$ cat config.mk
export PLATFORM = sky130hd
export DESIGN_NAME = pipe_stage_reg
export DESIGN_NICKNAME = d
export VERILOG_FILES = /design/src/rtl/pipe_pkg.sv /design/src/rtl/pipe_stage_reg.sv
export SDC_FILE = /design/constraint.sdc
export NUM_CORES = 1
export LEC_CHECK = 0
export CORE_MARGIN = 2
export CORE_UTILIZATION = 50
export DETAILED_ROUTE_END_ITERATION = 10
export PLACE_DENSITY = 0.8
export SETUP_SLACK_MARGIN = 0.5
export SLEW_MARGIN = 10
export SYNTH_ARGS = -nofsm -noshare
export SYNTH_HDL_FRONTEND = slang
export SYNTH_SLANG_ARGS = --single-unit
$ cat constraint.sdc
create_clock -name clk -period 2.5 [get_ports clk]
set_input_delay 0.5 -clock clk [delete_from_list [all_inputs] [get_ports clk]]
set_output_delay 0.5 -clock clk [all_outputs]
set_load 0.005 [all_outputs]
$ cat src/rtl/pipe_pkg.sv
// Shared types for the pipeline stage registers.
//   state_e  : occupancy of a stage register (empty, one entry, main + skid entry)
//   mem_wb_t : MEM/WB payload; its $bits is the DATA_W used by that stage boundary
package pipe_pkg;

  localparam int unsigned PcW        = 32;
  localparam int unsigned XlenW      = 32;
  localparam int unsigned RegSelW    = 5;
  localparam int unsigned BranchCtrW = 2;

  typedef enum logic [1:0] {
    StEmpty = 2'd0,
    StFull  = 2'd1,
    StSkid  = 2'd2
  } state_e;

  typedef struct packed {
    logic [PcW-1:0]        pc;
    logic                  reg_write_en;
    logic [RegSelW-1:0]    reg_select;
    logic [BranchCtrW-1:0] branch_ctr;
    logic                  alu_src;
    logic [XlenW-1:0]      rd_data;
    logic [XlenW-1:0]      offset;
    logic                  zero;
  } mem_wb_t;

  localparam int unsigned MemWbW = $bits(mem_wb_t);

endpackage

$ cat src/rtl/pipe_stage_reg.sv
// Generic pipeline stage register with valid/ready handshake, synchronous flush,
// optional 2-entry skid buffer and a saturating stall counter.
// Ports:
//   clk, rst        : clock (rising edge), asynchronous active-low reset
//   flush           : synchronous kill of held entries and of the current input beat
//   in_valid/ready  : upstream handshake, in_data payload
//   out_valid/ready : downstream handshake, out_data payload (main entry)
//   stall_cnt       : saturating count of cycles with out_valid && !out_ready
//   stall_clr       : synchronous clear of stall_cnt (wins over increment)
module pipe_stage_reg
  import pipe_pkg::*;
#(
  parameter int unsigned DATA_W  = 32,
  parameter bit          SKID_EN = 1'b1,
  parameter int unsigned CNT_W   = 16
) (
  input  logic              clk,
  input  logic              rst,
  input  logic              flush,
  input  logic              in_valid,
  output logic              in_ready,
  input  logic [DATA_W-1:0] in_data,
  output logic              out_valid,
  input  logic              out_ready,
  output logic [DATA_W-1:0] out_data,
  output logic [CNT_W-1:0]  stall_cnt,
  input  logic              stall_clr
);

  state_e            state_q, state_d;
  logic [DATA_W-1:0] main_q, main_d;
  logic [DATA_W-1:0] skid_q, skid_d;
  logic [CNT_W-1:0]  stall_q, stall_d;

  logic in_fire;
  logic out_fire;

  assign out_valid = (state_q != StEmpty);
  assign out_data  = main_q;
  assign stall_cnt = stall_q;

  // With the skid entry, in_ready is a pure decode of the state register so it
  // carries no combinational path from out_ready.
  if (SKID_EN) begin : g_skid
    assign in_ready = (state_q != StSkid);
  end else begin : g_no_skid
    assign in_ready = !out_valid || out_ready;
  end

  assign in_fire  = in_valid && in_ready;
  assign out_fire = out_valid && out_ready;

  always_comb begin
    state_d = state_q;
    main_d  = main_q;
    skid_d  = skid_q;

    unique case (state_q)
      StEmpty: begin
        if (in_fire) begin
          main_d  = in_data;
          state_d = StFull;
        end
      end
      StFull: begin
        if (in_fire && out_fire) begin
          main_d = in_data;
        end else if (in_fire && SKID_EN) begin
          skid_d  = in_data;
          state_d = StSkid;
        end else if (out_fire) begin
          state_d = StEmpty;
        end
      end
      StSkid: begin
        if (out_fire) begin
          main_d  = skid_q;
          state_d = StFull;
        end
      end
      default: state_d = StEmpty;
    endcase

    // Flush only needs to invalidate; data registers may hold stale payload.
    // A beat leaving on out_fire in the same cycle is still delivered.
    if (flush) begin
      state_d = StEmpty;
    end
  end

  always_comb begin
    stall_d = stall_q;
    if (stall_clr) begin
      stall_d = '0;
    end else if (out_valid && !out_ready && (stall_q != {CNT_W{1'b1}})) begin
      stall_d = stall_q + 1'b1;
    end
  end

  always_ff @(posedge clk or negedge rst) begin
    if (!rst) begin
      state_q <= StEmpty;
      main_q  <= '0;
      skid_q  <= '0;
      stall_q <= '0;
    end else begin
      state_q <= state_d;
      main_q  <= main_d;
      skid_q  <= skid_d;
      stall_q <= stall_d;
    end
  end

endmodule
# --- Word-level counts from Yosys, hierarchy flattened ---
# Index checks and enable logic that the tools add are counted.
classes:
  n_addsub: 1
  eq_ne: 11
  mux: 13
  n_bitwise: 1
  n_reduce_logical: 13
op_table:
  columns: ["cell", "count"]
  rows:
  - ["$mux W32", 3]
  - ["$pmux W32 S3", 1]
  - ["$mux W16", 2]
  - ["$add A16 B1 Y16 const B", 1]
  - ["$ne A16 B16 Y1 const B", 1]
  - ["$mux W2", 6]
  - ["$ne A3 B3 Y1 const B", 3]
  - ["$ne A2 B2 Y1 const B", 4]
  - ["$reduce_and A4 Y1", 2]
  - ["$pmux W2 S3", 1]
  - ["$logic_and A1 B1 Y1", 5]
  - ["$ne A4 B4 Y1 const B", 1]
  - ["$reduce_bool A2 Y1", 2]
  - ["$reduce_and A3 Y1", 1]
  - ["$reduce_bool A3 Y1", 1]
  - ["$eq A2 B1 Y1 const B", 1]
  - ["$eq A2 B2 Y1 const B", 1]
  - ["$logic_not A2 Y1", 1]
  - ["$logic_not A1 Y1", 1]
  - ["$not A1 Y1", 1]
totals:
  ff_bits: 82
  inputBits: 38
  output_inout_bits: 50
  elab_cells: 43

# --- Logic depth before layout (Yosys ltp) ---
logic_depth:
  depth_word: 7
  ltp_mapped: 6
  mapped_depth_nobuf: 5

# --- Worst setup path before layout ---
# No wires, ideal clock.
synth_path:
  kind: "reg2reg"
  startpoint: "reg stall_q[0] (netlist: stall_cnt[0])"
  endpoint: "reg stall_q[5] (netlist: stall_cnt[5])"
  t_arrival_ns: 1.736
  required_ns: 2.372
  path_slack_ns: 0.637
  stages_incl_launch_ff: 7
  path_buffers: 1
  period_less_slack_ns: 1.863
  cell_sequence: "dfrtp_1 -> ha_1 -> and4_1 -> and2_1 -> buf_2 -> a211oi_1 -> mux2_1"
synth_between:
  elab_chain_cells: 3
synth_rtl:
  columns: ["element", "line", "text"]
  rows:
  - ["start, declared", "pipe_stage_reg.sv:33", "logic [CNT_W-1:0] stall_q, stall_d;"]
  - ["start signal, assigned", "pipe_stage_reg.sv:110", "stall_q <= stall_d;"]
  - ["$add A16 B1 Y16 / $ne A16 B16 Y1 (equally long branches)", "pipe_stage_reg.sv:96, pipe_stage_reg.sv:95", null]
  - ["$mux W16 / $logic_and A1 B1 Y1 (equally long branches)", "pipe_stage_reg.sv:95", "end else if (out_valid && !out_ready && (stall_q != {CNT_W{1'b1}})) begin"]
  - ["$mux W16 / $reduce_bool A2 Y1 (equally long branches)", null, null]
# Several ways; a longest one is shown, not always the timed one. The select of a mux whose other input is x is not followed.
# A chain may end at the register's enable or synchronous reset.

# --- Worst setup path in the final report ---
layout_path:
  startpoint: "in out_ready"
  endpoint: "reg skid_q[5]"
layout_between:
  elab_chain_cells: 4
layout_rtl:
  columns: ["element", "line", "text"]
  rows:
  - ["start, declared", "pipe_stage_reg.sv:24", "input logic out_ready,"]
  - ["$logic_and A1 B1 Y1", "pipe_stage_reg.sv:51", "assign out_fire = out_valid && out_ready;"]
  - ["$logic_and A1 B1 Y1", "pipe_stage_reg.sv:66", "if (in_fire && out_fire) begin"]
  - ["$not A1 Y1 (no source line)", null, null]
  - ["$reduce_and A3 Y1 (no source line)", null, null]
  - ["end signal, assigned", "pipe_stage_reg.sv:109", "skid_q <= skid_d;"]
  - ["end, declared", "pipe_stage_reg.sv:32", "logic [DATA_W-1:0] skid_q, skid_d;"]
# Every way passes these cells.

==> results.yml <==
outcome:
  outcome: "completed"
sta:
  setup_violations: 0
  tns_ns: 0
  layout_setup_ws_ns: 0.5703
  worst_slew_pin_slew_ns: 0.5479
  period_share: 0.7719
  max-slew-margin-rel: 0.6347
  finalHoldViolCount: 0
  clock_skew_ns: 0.007252
  drv_slew: 0
  max_freq_ghz: 0.5182
  rsz0062_at_grt: "false"
  period_needed_ns: 1.930
global_routing:
  grt_pass1_wl_um: 13740
  overflow: 0
  first_global_vias: 2928
  antenna_found_initial: 0
  grt_max_degree: 65
  track_usage: 0.2055
detailed_routing:
  wl_met2_um: 4292
  avgViaCountPerCell: 5.482
  dr_total_vias: 2878
  wl_met1_um: 3369
  met3_length_um: 377
  drt_wl_total_um: 8131
  drt_pass1_iterations: 6
  drc: 0
  top_layer_used: "met4"
  drt_iter0_markers: 141
  ant_nets: 0
  routedWlPerCell_um: 15.49
power_and_ir_drop:
  finalPower_uw: 3284
  p_leak_uw: 0.002058
  ir_drop_mv: 0.4525
  power_density_mw_per_mm2: 646.0
place:
  gp_congestion: 0.9571
  pre_cts_ws_ns: 0.2242
  hpwl_um: 5592
  io_buffer_count: 87
synthesis:
  netlist_instances: 334
  yosysUniqueCellTypes: 40
  synth-seq-cells: 82
  yosysSeqAreaShare: 0.5397
  yosys_warnings: 0
  synth_fp_nets: 373
  syn_area_mm2: 0.003802
  avgSynthCellArea_um2: 11.38
die:
  core-area_mm2: 0.007292
  die_w_um: 91.21
  rows: 31
  die_h_um: 91.21
  start_util: 0.5214
  dieArea_mm2: 0.008318
  io_pins: 88
worst_hold_path:
  hold_path_class: "input port to asynchronous set/reset pin"
cells_and_area:
  drive_gt1_frac: 0.09624
  nNetsFinal: 461
  diodes: 0
  nFillCells: 575
  syn2layout_area_growth_pct: 33.70
  seq_area_mm2: 0.002057
  multi_input_comb_area_mm2: 0.001685
cts:
  numCtsBuffers: 9
  clock_path_buffers: 2
  clkTransAtPathRegs_ns: 0.08
  clk_latency_ns: 0.34
  tritoncts: "yes"
  root_buffer: "clkbuf_8"
  cts.sinks: 82
  htree_num_levels: 3
worst_setup_path:
  cp-start-kind: "input port"
  path_max_fanout: 32
  path_cells: "clkdlybuf4s50_1, nor2b_1, and2_2, buf_12, mux2_1"
  worst_path_largest_cell_delay_ns: 0.52
  required_ns: 2.72
  r2r_cells: 5
  cp-end-kind: "flop"
  arrival_ns: 2.15
  path_class: "input port to flop"
  cpMaxStageDelayCell: "clkdlybuf4s50_1"
run:
  drv_cap: 0
kinds of logic (layout without fill, tap and decap cells):
kind of cell | after synthesis | count (layout) | synth area share
buffers and inverters | 23 | 115 | 0.02896
AO/OA/AOI/OAI | 55 | 55 | 0.08128
multiplexers | 74 | 74 | 0.2080
AND/OR/NAND/NOR | 99 | 99 | 0.1389
adder cells (fa/ha/maj) | 1 | 1 | 0.003290
flip-flops | 82 | 82 | 0.5397
state kept, by name, summed over array words and instances (netlist names):
register / flops
stall_cnt: 16
out_data: 32
skid_q: 32
state_q: 2
final timing paths:
kind	startpoint	endpoint	slack (ns)
hold reg to reg	skid_q[26]	skid_q[26]	0.49
setup / recovery	out_ready	skid_q[5]	0.57
setup reg to reg	stall_cnt[0]	stall_cnt[5]	0.61
max in group asynchronous	rst	state_q[0]	1.80
hold / removal	rst	stall_cnt[10]	0.09
min in group clk	skid_q[26]	skid_q[26]	0.49
power by group:
part	internal, µW	total [µW]	switching [µW]	leakage (µW)
Clock	562	1040	478	0.000110
Combinational	345	568	224	0.000966
Sequential	1550	1680	125	0.000982
Total	2460	3280	826	0.00206
critical path: cells and delay by family:
kind / cells / cell delay [ns]
buffers and inverters: 2 / 0.73
muxes: 1 / 0.37
and+or+nand+nor: 2 / 0.54
timing repair:
| action | 4_1_cts | 5_1_grt |
|---|---|---|
| hold buffers | 0 | 0 |
| pin swaps | 0 | 1 |
| resized for setup | 3 | 9 |
| hold endpoints to repair | 0 | 0 |
| endpoints found under the setup margin | 2 | 12 |
| buffers inserted | 2 | 2 |
cells in the mapped netlist:
cell type  number  area share
a211oi_1        2      0.0039
a21oi_1        42       0.055
a31oi_1         2      0.0033
and2_1          4      0.0066
and3_1          4      0.0066
and4_1          2      0.0046
buf_2           7      0.0092
buf_4           4      0.0079
clkbuf_1        8      0.0079
dfrtp_1        82        0.54
ha_1            1      0.0033
inv_1           4      0.0039
mux2_1         40        0.12
mux2i_1        34       0.090
nand2_1         4      0.0039
nand2b_1        4      0.0066
nand3_1         4      0.0053
nand3_2         1      0.0026
nand3b_1        1      0.0020
nand4_1         7       0.012
nand4b_1        1      0.0023
nor2_1         43       0.042
nor2b_1        10       0.016
nor3_1          4      0.0053
nor3_2          1      0.0026
nor4_1          1      0.0016
nor4_2          1      0.0033
nor4b_1         1      0.0023
nor4b_2         1      0.0039
o211a_1         1      0.0026
o211ai_1        1      0.0020
o21ai_0         2      0.0026
o21ai_2         1      0.0023
o21ba_2         1      0.0026
o22a_1          1      0.0023
o31ai_1         1      0.0020
o41ai_1         1      0.0023
or2_2           1      0.0016
or3_1           2      0.0033
or4_1           2      0.0039
cell type report:
cell class	count	area share
flip-flops and latches	82	0.4046
multi-input cells	229	0.3315
repair buffers	96	0.1942
clock buffers	9	0.02437
well taps	99	0.02437
clock inverters	6	0.01797
inverters	4	0.002953
cell usage in the layout, fill, tap and decap left out, types with 6 or more instances in the layout:
| cell | Yosys | final |
|---|---|---|
| buf_4 | 4 | 6 |
| nor2_1 | 43 | 43 |
| clkbuf_8 | 0 | 9 |
| mux2_1 | 40 | 40 |
| dfrtp_1 | 82 | 78 |
| nand4_1 | 7 | 7 |
| nor2b_1 | 10 | 9 |
| clkdlybuf4s50_1 | 0 | 84 |
| mux2i_1 | 34 | 34 |
| a21oi_1 | 42 | 41 |
metal layers:
layer,vias up,GRT usage
li1,1364,-
met1,1417,0.2408
met2,89,0.3747
met3,8,0.03485
met4,0,0.07828
met5,-,0
metrics by stage:
| stage | utilization | instance area [µm²] | instances | hold WS (ns) |
|---|---|---|---|---|
| 2_1_floorplan | - | 3802 | 334 | 0.2044 |
| 3_3_place_gp | 0.6570 | 4791 | 506 | 0.4668 |
| 3_5_place_dp | 0.6570 | 4791 | 506 | 0.4747 |
| 4_1_cts | 0.6887 | 5022 | 523 | 0.1037 |
| 5_1_grt | 0.6972 | 5084 | 525 | 0.1195 |
| 6_report | 0.6972 | 5084 | 525 | 0.09173 |
Note: power is estimated with default switching activity, not from simulation.
